### src/rtl/fetch_stage.sv
// Instruction-fetch stage and IF/ID pipeline register.
// Owns the PC, the next-PC selection and a req/ack handshake with a
// variable-latency instruction memory. A fetched word that cannot enter
// Decode because of a stall is parked in a one-entry hold buffer. A redirect
// that arrives while a fetch is in flight is remembered until the
// outstanding word returns, and that word is then thrown away.
module fetch_stage #(
  parameter logic [31:0] RESET_PC  = 32'h0000_0000,
  parameter logic [31:0] NOP_INSTR = 32'h0000_0000
) (
  input  logic        clk,
  input  logic        reset,
  input  logic        StallF,
  input  logic        StallD,
  input  logic        FlushD,
  input  logic        BranchTakenE,
  input  logic [31:0] ALUResultE,
  input  logic        PCSrcW,
  input  logic [31:0] ResultW,
  output logic        ImemReq,
  output logic [31:0] ImemAddr,
  input  logic        ImemAck,
  input  logic [31:0] ImemRData,
  output logic [31:0] PCF,
  output logic [31:0] InstrD,
  output logic        ValidD,
  output logic [31:0] PCPlus8D,
  output logic        FetchBusy
);

  typedef enum logic [1:0] {
    S_IDLE  = 2'd0,
    S_FETCH = 2'd1,
    S_HOLD  = 2'd2
  } state_t;

  state_t      r_state;
  state_t      w_state_nxt;

  // PC and in-flight redirect bookkeeping
  logic [31:0] r_pcf;
  logic        r_pend;
  logic [31:0] r_pend_tgt;

  // One-entry buffer for a word that returned while the pipe was stalled
  logic        r_hold_vld;
  logic [31:0] r_hold_instr;
  logic [31:0] r_hold_pc;

  // IF/ID pipeline register
  logic [31:0] r_instr_d;
  logic        r_valid_d;
  logic [31:0] r_pc8_d;

  // Shared combinational terms
  logic        w_stall;
  logic        w_redir;
  logic [31:0] w_target;
  logic [31:0] w_pcplus4;

  // Per-cycle decisions produced by the FSM
  logic        w_pc_ld;
  logic [31:0] w_pc_val;
  logic        w_pend_set;
  logic        w_pend_clr;
  logic        w_hold_ld;
  logic        w_hold_clr;
  logic        w_word_vld;
  logic [31:0] w_word;
  logic [31:0] w_word_pc;
  logic        w_req;
  logic        w_busy;

  // A Decode-only stall must still freeze fetch, otherwise a word would be
  // pushed past a Decode stage that cannot accept it.
  assign w_stall   = StallF | StallD;
  assign w_redir   = BranchTakenE | PCSrcW;
  assign w_target  = BranchTakenE ? ALUResultE : ResultW;
  assign w_pcplus4 = r_pcf + 32'd4;

  // FSM state register
  always_ff @(posedge clk) begin
    if (!reset) begin
      r_state <= S_IDLE;
    end else begin
      r_state <= w_state_nxt;
    end
  end

  // Next-state, handshake outputs and datapath steering
  always_comb begin
    w_state_nxt = r_state;
    w_pc_ld     = 1'b0;
    w_pc_val    = r_pcf;
    w_pend_set  = 1'b0;
    w_pend_clr  = 1'b0;
    w_hold_ld   = 1'b0;
    w_hold_clr  = 1'b0;
    w_word_vld  = 1'b0;
    w_word      = ImemRData;
    w_word_pc   = r_pcf;
    w_req       = 1'b0;
    w_busy      = 1'b1;

    case (r_state)
      S_IDLE: begin
        // Nothing is in flight yet, so a redirect can be applied directly.
        w_state_nxt = S_FETCH;
        if (w_redir) begin
          w_pc_ld  = 1'b1;
          w_pc_val = w_target;
        end
      end

      S_FETCH: begin
        w_req = 1'b1;
        if (ImemAck) begin
          if (r_pend || w_redir) begin
            // Returned word belongs to the wrong path; a redirect seen this
            // cycle is newer than any pending one and wins.
            w_pc_ld    = 1'b1;
            w_pc_val   = w_redir ? w_target : r_pend_tgt;
            w_pend_clr = 1'b1;
          end else if (!w_stall) begin
            w_busy     = 1'b0;
            w_word_vld = 1'b1;
            w_word     = ImemRData;
            w_word_pc  = r_pcf;
            w_pc_ld    = 1'b1;
            w_pc_val   = w_pcplus4;
          end else begin
            // Memory delivered but the pipe is frozen: park the word and
            // keep PCF pointing at it.
            w_busy      = 1'b0;
            w_hold_ld   = 1'b1;
            w_state_nxt = S_HOLD;
          end
        end else if (w_redir) begin
          // The address must stay stable until the ack, so remember the
          // redirect and apply it when the stale word comes back.
          w_pend_set = 1'b1;
        end
      end

      S_HOLD: begin
        w_busy = 1'b0;
        if (w_redir) begin
          w_pc_ld     = 1'b1;
          w_pc_val    = w_target;
          w_hold_clr  = 1'b1;
          w_state_nxt = S_FETCH;
        end else if (!w_stall) begin
          w_word_vld  = 1'b1;
          w_word      = r_hold_instr;
          w_word_pc   = r_hold_pc;
          w_pc_ld     = 1'b1;
          w_pc_val    = w_pcplus4;
          w_hold_clr  = 1'b1;
          w_state_nxt = S_FETCH;
        end
      end

      default: begin
        w_state_nxt = S_IDLE;
      end
    endcase
  end

  // Program counter
  always_ff @(posedge clk) begin
    if (!reset) begin
      r_pcf <= RESET_PC;
    end else if (w_pc_ld) begin
      r_pcf <= w_pc_val;
    end
  end

  // Pending redirect: later redirects overwrite the recorded target
  always_ff @(posedge clk) begin
    if (!reset) begin
      r_pend     <= 1'b0;
      r_pend_tgt <= RESET_PC;
    end else if (w_pend_clr) begin
      r_pend     <= 1'b0;
    end else if (w_pend_set) begin
      r_pend     <= 1'b1;
      r_pend_tgt <= w_target;
    end
  end

  // Hold buffer capturing a word returned during a stall
  always_ff @(posedge clk) begin
    if (!reset) begin
      r_hold_vld   <= 1'b0;
      r_hold_instr <= NOP_INSTR;
      r_hold_pc    <= RESET_PC;
    end else if (w_hold_ld) begin
      r_hold_vld   <= 1'b1;
      r_hold_instr <= ImemRData;
      r_hold_pc    <= r_pcf;
    end else if (w_hold_clr) begin
      r_hold_vld   <= 1'b0;
    end
  end

  // IF/ID register: flush beats stall beats load
  always_ff @(posedge clk) begin
    if (!reset) begin
      r_instr_d <= NOP_INSTR;
      r_valid_d <= 1'b0;
      r_pc8_d   <= RESET_PC + 32'd8;
    end else if (FlushD) begin
      r_instr_d <= NOP_INSTR;
      r_valid_d <= 1'b0;
    end else if (StallD) begin
      r_instr_d <= r_instr_d;
      r_valid_d <= r_valid_d;
      r_pc8_d   <= r_pc8_d;
    end else if (w_word_vld) begin
      r_instr_d <= w_word;
      r_valid_d <= 1'b1;
      r_pc8_d   <= w_word_pc + 32'd8;
    end else begin
      r_instr_d <= NOP_INSTR;
      r_valid_d <= 1'b0;
    end
  end

  assign ImemReq   = w_req;
  assign ImemAddr  = r_pcf;
  assign PCF       = r_pcf;
  assign InstrD    = r_instr_d;
  assign ValidD    = r_valid_d;
  assign PCPlus8D  = r_pc8_d;
  assign FetchBusy = w_busy;

endmodule

### config.mk
export PLATFORM = sky130hd
export DESIGN_NAME = fetch_stage
export DESIGN_NICKNAME = d
export VERILOG_FILES = /design/src/rtl/fetch_stage.sv
export SDC_FILE = /design/constraint.sdc
export NUM_CORES = 1
export LEC_CHECK = 0
export BUFFER_PORTS_ARGS = -buffer_cell sky130_fd_sc_hd__buf_2
export CAP_MARGIN = 20
export CORE_AREA = 2 2 178 128
export DETAILED_ROUTE_END_ITERATION = 12
export DIE_AREA = 0 0 180 130
export PLACE_DENSITY = 0.86
export RECOVER_POWER = 50
export SLEW_MARGIN = 20
export SYNTH_ARGS = -nofsm -noshare
export SYNTH_HDL_FRONTEND = slang
export SYNTH_SLANG_ARGS = --single-unit
### constraint.sdc
create_clock -name clk -period 3.11 [get_ports clk]
set_input_delay 0.311 -clock clk [delete_from_list [all_inputs] [get_ports clk]]
set_output_delay 0.311 -clock clk [all_outputs]
set_load 0.01 [all_outputs]
==> results of run 1 <==
-- cell usage after synthesis (all sizes together), types with 4 or more instances --
master | count | area, um2
or3 | 16 | 100.1
a21oi | 111 | 555.5
a32oi | 4 | 35.03
o31ai | 4 | 30.03
nand3 | 54 | 270.3
nand4 | 21 | 131.4
a32o | 6 | 60.06
or4 | 10 | 78.82
o21ai | 63 | 315.3
nand2 | 192 | 720.7
nor3 | 21 | 105.1
mux2 | 19 | 214.0
nor2 | 112 | 427.9
a22o | 8 | 70.07
o311ai | 8 | 70.07
o2111ai | 9 | 78.83
buf | 62 | 370.4
and4 | 10 | 87.58
a211oi | 22 | 165.2
dfxtp | 196 | 3924
a311oi | 10 | 87.58
ha | 6 | 75.07
mux2i | 82 | 820.8
xnor2 | 12 | 105.1
o22ai | 7 | 43.79
a2bb2oi | 39 | 341.6
o21a | 7 | 52.55
clkbuf | 84 | 315.3
nor4 | 20 | 131.4
a31oi | 8 | 50.05
o211ai | 12 | 90.09
and2 | 8 | 50.05
xor2 | 7 | 61.31
o2bb2ai | 4 | 35.03
a311o | 6 | 60.06
inv | 13 | 48.80
and3 | 11 | 68.82
-- logic make-up (layout without fill, tap and decap cells) --
logic type	count (synthesis)	count (layout)	synth area share [%]
adder cells (fa/ha/maj)	6	6	0.7017
flip-flops	196	196	36.68
buffers and inverters	161	348	6.936
AO/OA/AOI/OAI	362	362	22.83
XOR/XNOR	19	19	1.556
multiplexers	101	101	9.673
AND/OR/NAND/NOR	494	494	21.63
-- layout by cell type, fill, tap and decap left out, types with 39 or more instances in the layout --
master / n
mux2i_1: 82
buf_4: 51
buf_2: 114
a2bb2oi_1: 39
nand2_1: 191
nand3_1: 53
clkbuf_1: 133
dfxtp_1: 196
nor2_1: 110
o21ai_0: 60
a21oi_1: 111
-- state kept, by name (all words and copies together), names as in the netlist --
name,cells
PCPlus8D,32
InstrD,32
r_hold_pc,32
ImemAddr,32
r_pend,1
r_pend_tgt,32
r_hold_instr,32
ValidD,1
r_state,2
-- layer usage --
layer  vias to the layer above  track usage [%]  wire (um)
met2                       726            44.90      15470
met1                      5370            40.13      15090
met3                        93            7.675       4157
li1                       5215                -          -
met5                         -                0          0
met4                         0            11.29       1032
-- worst min-delay path by stage --
stage,endpoint,slack (ns),cells past startpoint
global route,r_hold_instr[18]$_SDFFE_PN0P_,0.11,3
CTS,r_hold_instr[16]$_SDFFE_PN0P_,0.10,3
detailed placement,ValidD$_SDFFE_PP0N_,0.45,2
floorplan,r_hold_instr[0]$_SDFFE_PN0P_,0.44,2
global placement,r_hold_instr[0]$_SDFFE_PN0P_,0.44,2
finish,r_hold_instr[15]$_SDFFE_PN0P_,0.11,3
-- through the flow --
stage | TNS [ns] | setup slack, ns | hold slack, ns | cell area [um2] | power (mW)
5_1_grt | 0 | 0.04052 | 0.1081 | 12520 | 6.601
4_1_cts | 0 | 0.2971 | 0.1011 | 12720 | 6.394
3_5_place_dp | 0 | 0.06034 | 0.4453 | 12110 | 4.102
2_1_floorplan | -0.1243 | -0.1152 | 0.4357 | 10720 | 3.636
3_3_place_gp | 0 | 0.1376 | 0.4406 | 12110 | 4.078
6_report | 0 | 0.2557 | 0.1066 | 12520 | 6.381
-- power by group --
part	internal (mW)	switching, mW	total, mW
Clock	1.23	1.11	2.34
Combinational	0.462	0.774	1.24
Sequential	2.62	0.188	2.81
Total	4.31	2.07	6.38
-- worst max-delay path, delay by kind of cell, from the launching register on --
| kind | cells | cell delay [ns] |
|---|---|---|
| compound gates | 2 | 0.46 |
| fa+ha+maj | 2 | 0.44 |
| buf+inv | 2 | 0.21 |
| flops | 1 | 0.35 |
| simple gates | 6 | 1.31 |
-- area by class of cell --
cell class                      count  area [um2]  area share [%]
Multi-Input combinational cell    982        6062           48.42
Sequential cell                   196        3924           31.34
Timing Repair Buffer              301        1501           11.99
Clock buffer                       18       429.2           3.428
Tap cell                          288       360.3           2.878
Clock inverter                     14       183.9           1.469
Inverter                           15       58.81          0.4697
==> flow_metrics.env, run 1 <==
export IMPL_ctsResizeCount=0
export IMPL_cellPowerDensity_nw_per_um2=509.7
export IMPL_status="finished clean"
export IMPL_worstMarginPinSlew_ns=1.182
export IMPL_cap_violations=0
export IMPL_finish_net_count=1623
export IMPL_reg2reg_depth=12
export IMPL_initial_core_util_pct=48.78
export IMPL_die_area_um2=23400
export IMPL_antenna_found_initial=0
export IMPL_coreArea_um2=21930
export IMPL_grt_max_degree=65
export IMPL_synth_warnings=0
export IMPL_cts_hold_buf=0
export IMPL_critical_path_arrival_ns=3.21
export IMPL_report_final_slew_viol_count=0
export IMPL_cp_required_ns=3.47
export IMPL_cellLeakagePower_nw=4.678
export IMPL_hp_start="ImemRData[15]"
export IMPL_insertion_delay_ns=0.45
export IMPL_fin_skew_ns=0.01854
export IMPL_grtUsageTotal_pct=29.42
export IMPL_synth_seq_area_share_pct=36.68
export IMPL_start_kind="flip-flop"
export IMPL_io_pins=235
export IMPL_r2r_start="r_state[0]$_SDFFE_PN0P_"
export IMPL_cp_endpoint="PCPlus8D[31]$_SDFFE_PN0P_"
export IMPL_fillers=2028
export IMPL_dr_pass1_iters=6
export IMPL_slew_headroom_pct=21.21
export IMPL_cpMaxStageDelayCell="or4_1"
export IMPL_post_route_drc_count=0
export IMPL_synth_nets=1449
export IMPL_drtAntennaViolNets=0
export IMPL_period_minus_slack_ns=2.854
export IMPL_diodes=0
export IMPL_netlist_area_um2=10700
export IMPL_synth_seq_cells=196
export IMPL_grt_setup_unrepaired="false"
export IMPL_grt_overflow=0
export IMPL_finalHoldViolCount=0
export IMPL_max_vdd_ir_drop_uv=373.9
export IMPL_async_flop_share_pct=0
export IMPL_ys_types=74
export IMPL_avgRoutedWirePerCell_um=19.71
export IMPL_syn_inst=1339
export IMPL_critPathMaxStageDelay_ns=0.48
export IMPL_cts_tree="done"
export IMPL_synth_edf_count=0
export IMPL_period_share_pct=91.78
export IMPL_rrSetupSlack_ns=0.26
export IMPL_cts_buffers=17
export IMPL_startpoint="r_state[0]$_SDFFE_PN0P_"
export IMPL_cts_buffer_depth=2
export IMPL_clkTransAtPathRegs_ns=0.08
export IMPL_rows=46
export IMPL_postCtsSetupRepairBufs=0
export IMPL_grt_pass1_wl_um=55460
export IMPL_synthToLayoutAreaGrowth_pct=17.03
export IMPL_path_class="reg2reg"
export IMPL_die_height_um=130
export IMPL_grt_pass1_vias=10470
export IMPL_cts_root_buf="clkbuf_16"
export IMPL_setup_violations=0
export IMPL_vias=11400
export IMPL_instances_no_fill=1814
export IMPL_drive_gt1_share_pct=15.40
export IMPL_fmax_ghz=0.3504
export IMPL_critPathMaxFanout=4
export IMPL_htree_levels=4
export IMPL_r2r_end="PCPlus8D[31]$_SDFFE_PN0P_"
export IMPL_drt_iter0_drc=1372
export IMPL_synth_main_ff_cell="dfxtp_1"
export IMPL_synth_avg_cell_area_um2=7.989
export IMPL_vias_per_cell=6.287
export IMPL_io_buffers=234
export IMPL_finalCoreUtilization_pct=57.09
export IMPL_die_x_um=180
export IMPL_dp_cells=1781
export IMPL_worstHoldPathType="in2reg"
export IMPL_place_gp_congestion=0.9865
export IMPL_hpwl_um=25500
export IMPL_critPathCaptureType="flip-flop"
export IMPL_drt_total_wl_um=35750
export IMPL_worstPathCellList="inv_1, ha_1, inv_1, nor2_4, nand2_1, nand2_1, ha_2, nand4_1, or3_4, o32a_1, or4_1, o211ai_1"
export IMPL_clkSinkCount=196
(Power assumes the default switching activity.)
==> run 2: changes to the inputs <==
--- a/config.mk
+++ b/config.mk
@@ -7,9 +7,10 @@
 export LEC_CHECK = 0
 export BUFFER_PORTS_ARGS = -buffer_cell sky130_fd_sc_hd__buf_2
 export CAP_MARGIN = 20
-export CORE_AREA = 2 2 178 128
+export CORE_AREA = 2 2 177 127
+export CTS_BUF_LIST = sky130_fd_sc_hd__clkbuf_4 sky130_fd_sc_hd__clkbuf_8
 export DETAILED_ROUTE_END_ITERATION = 12
-export DIE_AREA = 0 0 180 130
+export DIE_AREA = 0 0 179 129
 export PLACE_DENSITY = 0.86
 export RECOVER_POWER = 50
 export SLEW_MARGIN = 20
==> run 2 against run 1 <==
Net effect: count of clock-buffer cells in the layout unchanged; setup slack got worse by 0.026 ns; cell area decreased by 1.6%; utilization increased by 0.64 points; highest routed layer is now met5; hold slack got worse by 0.030 ns; sequential share of layout area increased by 0.51 points.
==> flow_metrics.env, run 2 (synthesis results as in run 1) <==
export IMPL_p_clk_share_pct=30.8
export IMPL_fin_skew_ns=0.02200
export IMPL_layout_cells_most_common="dfxtp_1"
export IMPL_worstHoldPathType="in2reg"
export IMPL_dr_pass1_iters=6
export IMPL_grt_overflow=0
export IMPL_finalHoldViolCount=0
export IMPL_drtAntennaViolNets=0
export IMPL_postCtsSetupRepairBufs=0
export IMPL_diodes=0
export IMPL_vias=11370
export IMPL_clkTransAtPathRegs_ns=0.11
export IMPL_drt_iter0_drc=1432
export IMPL_grt_max_degree=65
export IMPL_power_switching_mw=1.988
export IMPL_cap_violations=0
export IMPL_power_internal_mw=3.850
export IMPL_die_area_um2=23090
export IMPL_placed_cell_area_um2=12090
export IMPL_holdWs_ns=0.07643
export IMPL_path_class="reg2reg"
export IMPL_seqPwrFrac_pct=47.8
export IMPL_setup_violations=0
export IMPL_cp_required_ns=3.50
export IMPL_cellLeakagePower_nw=4.595
export IMPL_cts_buffer_depth=2
export IMPL_finalCoreUtilization_pct=57.74
export IMPL_top_usage_layer="met2"
export IMPL_drt_total_wl_um=35550
export IMPL_cts_tree="done"
export IMPL_grt_pass1_vias=10320
export IMPL_io_buffers=234
export IMPL_worstPathCellList="inv_1, ha_2, inv_1, nor2_4, nand2_1, nand2_1, ha_2, nand4_1, or3_4, o32a_1, or4_1, o211ai_1"
export IMPL_htree_levels=4
export IMPL_die_height_um=129
export IMPL_place_gp_congestion=0.9529
export IMPL_max_vdd_ir_drop_uv=327.5
export IMPL_report_final_slew_viol_count=0
export IMPL_slew_headroom_pct=33.67
export IMPL_grtUsageMet3_pct=7.920
export IMPL_ctsResizeCount=0
export IMPL_critPathMaxStageDelay_ns=0.48
export IMPL_io_pins=235
export IMPL_period_share_pct=92.62
export IMPL_path_buf_inv=2
export IMPL_cts_hold_buf=0
export IMPL_drive_gt1_share_pct=15.42
export IMPL_setup_tns_ns=0
export IMPL_initial_core_util_pct=50.13
export IMPL_grt_setup_unrepaired="false"
export IMPL_antenna_found_initial=1
export IMPL_r2r_start="r_state[0]$_SDFFE_PN0P_"
export IMPL_grt_pass1_wl_um=54740
export IMPL_switching_share_pct=34.05
export IMPL_status="finished clean"
export IMPL_period_minus_slack_ns=2.880
export IMPL_cellPowerDensity_nw_per_um2=473.8
export IMPL_use_met2_pct=45.27
export IMPL_clkSinkCount=196
export IMPL_cts_root_buf="clkbuf_8"
export IMPL_fmax_ghz=0.3472
export IMPL_worstMarginPinSlew_ns=0.9950
export IMPL_layout_common_cells="196 x dfxtp_1, 191 x nand2_1, 131 x clkbuf_1"
export IMPL_die_x_um=179
export IMPL_critical_path_top_delay_family="simple AND/OR/NAND/NOR gates"
export IMPL_critPathCaptureType="flip-flop"
export IMPL_fin_area_um2=12320
export IMPL_startpoint="r_state[0]$_SDFFE_PN0P_"
export IMPL_finish_net_count=1621
export IMPL_insertion_delay_ns=0.47
export IMPL_hpwl_um=25110
export IMPL_p_comb_share_pct=21.5
export IMPL_coreArea_um2=21340
export IMPL_rows=45
export IMPL_grtUsageTotal_pct=29.97
export IMPL_synthToLayoutAreaGrowth_pct=15.17
export IMPL_avgRoutedWirePerCell_um=19.68
export IMPL_post_route_drc_count=0
export IMPL_critical_path_arrival_ns=3.27
export IMPL_start_kind="flip-flop"
export IMPL_vias_per_cell=6.298
export IMPL_grtUsageMet1_pct=42.09
export IMPL_fillers=1964
export IMPL_hp_start="ImemRData[0]"
export IMPL_cpMaxStageDelayCell="or4_1"
export IMPL_critPathMaxFanout=7
export IMPL_cts_buffers=17
run 2: path summary, 6_finish.rpt:
| path | endpoint | slack [ns] | depth (start not counted) |
|---|---|---|---|
| setup / recovery | PCPlus8D[31]$_SDFFE_PN0P_ | 0.23 | 12 |
| hold / removal | r_hold_instr[0]$_SDFFE_PN0P_ | 0.08 | 3 |
| setup reg to reg | PCPlus8D[31]$_SDFFE_PN0P_ | 0.23 | 12 |
| hold reg to reg | r_hold_instr[7]$_SDFFE_PN0P_ | 0.46 | 2 |
run 2: worst reg2reg max path, cell delays in order (launching register included):
cell	delay [ns]
dfxtp_1	0.36
inv_1	0.10
ha_2	0.27
inv_1	0.11
nor2_4	0.13
nand2_1	0.06
nand2_1	0.08
ha_2	0.19
nand4_1	0.17
or3_4	0.40
o32a_1	0.34
or4_1	0.48
o211ai_1	0.10
run 2: power by group through the flow:
stage	Clock [mW]	Combinational, mW	Sequential, mW
2_1_floorplan	0	0.823	2.81
3_3_place_gp	0	1.24	2.83
3_5_place_dp	0	1.27	2.83
4_1_cts	1.82	1.27	2.78
5_1_grt	1.91	1.34	2.80
6_report	1.80	1.25	2.79
run 2: stage by stage:
stage	worst slack [ns]	instances	power, mW
after detailed placement	0.06685	1773	4.100
after floorplan	-0.1152	1339	3.636
after CTS	0.1905	1805	5.865
after global routing	0.03484	1806	6.057
final	0.2296	1806	5.838
after global placement	0.1334	1773	4.076
run 2: layout make-up:
class                           instances  area, um2  share of cell area, %
Multi-Input combinational cell        982       6063                  49.21
Clock buffer                           18      241.5                  1.960
Sequential cell                       196       3924                  31.85
Clock inverter                         14      187.7                  1.523
Inverter                               15      58.81                 0.4773
Tap cell                              282      352.8                  2.864
Timing Repair Buffer                  299       1493                  12.12
run 2: per-layer routing:
metal	share of wire [%]	routed length (um)
met4	1.9	692
met5	0.037	13
met3	12	4090
met2	44	15640
met1	43	15110
==> run 3: changes to the inputs <==
--- a/config.mk
+++ b/config.mk
@@ -11,7 +11,8 @@
 export CTS_BUF_LIST = sky130_fd_sc_hd__clkbuf_4 sky130_fd_sc_hd__clkbuf_8
 export DETAILED_ROUTE_END_ITERATION = 12
 export DIE_AREA = 0 0 179 129
-export PLACE_DENSITY = 0.86
+export GPL_ROUTABILITY_DRIVEN = 0
+export PLACE_DENSITY = 0.75
 export RECOVER_POWER = 50
 export SLEW_MARGIN = 20
 export SYNTH_ARGS = -nofsm -noshare
==> run 3 against run 2 <==
Net effect: combinational power about the same; register-to-register slack is essentially flat; non-clock buffer count fell by 3; setup slack better by 0.0052 ns; sequential share of layout area rose by 0.15 points; die area unchanged.
==> flow_metrics.env, run 3 (synthesis results as in run 1) <==
export IMPL_worstHoldEndpoint="r_hold_instr[1]$_SDFFE_PN0P_"
export IMPL_setup_violations=0
export IMPL_ctsResizeCount=0
export IMPL_power_switching_mw=1.898
export IMPL_start_kind="flip-flop"
export IMPL_finalHoldViolCount=0
export IMPL_rrSetupSlack_ns=0.23
export IMPL_hpwl_um=24970
export IMPL_finish_net_count=1618
export IMPL_fin_area_um2=12260
export IMPL_grt_pass1_vias=10310
export IMPL_antenna_found_initial=0
export IMPL_worstHoldPathType="in2reg"
export IMPL_clkTransAtPathRegs_ns=0.10
export IMPL_cts_buffers=17
export IMPL_htree_levels=4
export IMPL_cts_buffer_depth=2
export IMPL_postCtsSetupRepairBufs=0
export IMPL_cp_required_ns=3.50
export IMPL_vias_per_cell=6.267
export IMPL_max_vdd_ir_drop_uv=250.5
export IMPL_layout_cells_most_common="dfxtp_1"
export IMPL_coreArea_um2=21340
export IMPL_cap_violations=0
export IMPL_die_area_um2=23090
export IMPL_avgRoutedWirePerCell_um=19.54
export IMPL_p_comb_share_pct=21.3
export IMPL_diodes=0
export IMPL_path_class="reg2reg"
export IMPL_fmax_ghz=0.3478
export IMPL_die_x_um=179
export IMPL_setup_tns_ns=0
export IMPL_finalCoreUtilization_pct=57.46
export IMPL_hp_start="ImemRData[1]"
export IMPL_period_minus_slack_ns=2.875
export IMPL_report_final_slew_viol_count=0
export IMPL_io_pins=235
export IMPL_grt_overflow=0
export IMPL_holdPathStages=3
export IMPL_grt_setup_unrepaired="false"
export IMPL_grtUsageTotal_pct=29.94
export IMPL_critPathMaxFanout=6
export IMPL_pre_cts_ws_ns=0.08777
export IMPL_placed_cell_area_um2=12070
export IMPL_r2r_start="r_state[0]$_SDFFE_PN0P_"
export IMPL_fin_skew_ns=0.02034
export IMPL_rows=45
export IMPL_slew_headroom_pct=22.18
export IMPL_cts_root_buf="clkbuf_8"
export IMPL_cts_hold_buf=0
export IMPL_critical_path_arrival_ns=3.26
export IMPL_clkSinkCount=196
export IMPL_synthToLayoutAreaGrowth_pct=14.62
export IMPL_worstMarginPinSlew_ns=1.167
export IMPL_switching_share_pct=32.96
export IMPL_power_internal_mw=3.860
export IMPL_cellLeakagePower_nw=4.558
export IMPL_status="finished clean"
export IMPL_grt_pass1_wl_um=54610
export IMPL_fin_ws_ns=0.2348
export IMPL_post_route_drc_count=0
export IMPL_critPathCaptureType="flip-flop"
export IMPL_period_share_pct=92.45
export IMPL_grt_max_degree=77
export IMPL_io_buffers=234
export IMPL_layout_common_cells="196 x dfxtp_1, 191 x nand2_1, 131 x clkbuf_1"
export IMPL_vias=11290
export IMPL_drt_iter0_drc=1443
export IMPL_drtAntennaViolNets=0
export IMPL_seqPwrFrac_pct=48.8
export IMPL_cts_tree="done"
export IMPL_insertion_delay_ns=0.48
export IMPL_drt_total_wl_um=35210
export IMPL_r2r_end="PCPlus8D[31]$_SDFFE_PN0P_"
export IMPL_initial_core_util_pct=50.13
export IMPL_die_height_um=129
export IMPL_cellPowerDensity_nw_per_um2=469.6
export IMPL_p_clk_share_pct=29.9
export IMPL_reg2reg_depth=12
export IMPL_drive_gt1_share_pct=15.20
export IMPL_dr_pass1_iters=8
run 3: metal layers:
layer | vias up | track usage, % | share of wire (%)
met3 | 55 | 6.826 | 12
met5 | - | 0 | 0
met4 | 0 | 7.413 | 1.5
li1 | 5188 | - | -
met1 | 5368 | 42.69 | 43
met2 | 683 | 45.72 | 44
run 3: worst max path at each step:
stage                                 start                   endpoint  depth (start not counted)
global route        r_state[0]$_SDFFE_PN0P_  PCPlus8D[31]$_SDFFE_PN0P_                         12
CTS                 r_state[0]$_SDFFE_PN0P_  PCPlus8D[31]$_SDFFE_PN0P_                         12
floorplan                            StallD  PCPlus8D[31]$_SDFFE_PN0P_                         13
global placement                     StallD  PCPlus8D[31]$_SDFFE_PN0P_                         11
finish              r_state[0]$_SDFFE_PN0P_  PCPlus8D[31]$_SDFFE_PN0P_                         12
detailed placement                   StallD  PCPlus8D[31]$_SDFFE_PN0P_                         11
run 3: worst max-delay path, cell delays in order, from the launching register on:
cell      delay (ns)
dfxtp_1         0.35
inv_1           0.09
ha_1            0.28
inv_1           0.12
nor2_4          0.12
nand2_1         0.06
nand2_1         0.10
ha_2            0.23
nand4_1         0.13
or3_4           0.39
o32a_1          0.35
or4_1           0.47
o211ai_1        0.10
run 3: area by class of cell:
type,count,area [um2]
timing repair buffer,296,1465
tap,282,352.8
multi-input combinational,982,6062
clock buffer,21,276.5
clock inverter,10,122.6
sequential,196,3924
inverter,15,58.81
fill,2059,9077
run 3: power groups by stage:
stage                     registers, mW  clock network [mW]  logic (mW)
final                              2.81                1.72        1.23
after global routing               2.82                1.84        1.32
after CTS                          2.80                1.74        1.25
after detailed placement           2.85                   0        1.24
after global placement             2.85                   0        1.23
after floorplan                    2.81                   0       0.823
run 3: per-stage QoR:
step | power (mW) | hold slack, ns | std cells
after global routing | 5.986 | 0.06903 | 1802
after CTS | 5.786 | 0.05805 | 1802
final | 5.758 | 0.07852 | 1802
after detailed placement | 4.097 | 0.4471 | 1771
after global placement | 4.074 | 0.4406 | 1771
after floorplan | 3.636 | 0.4357 | 1339
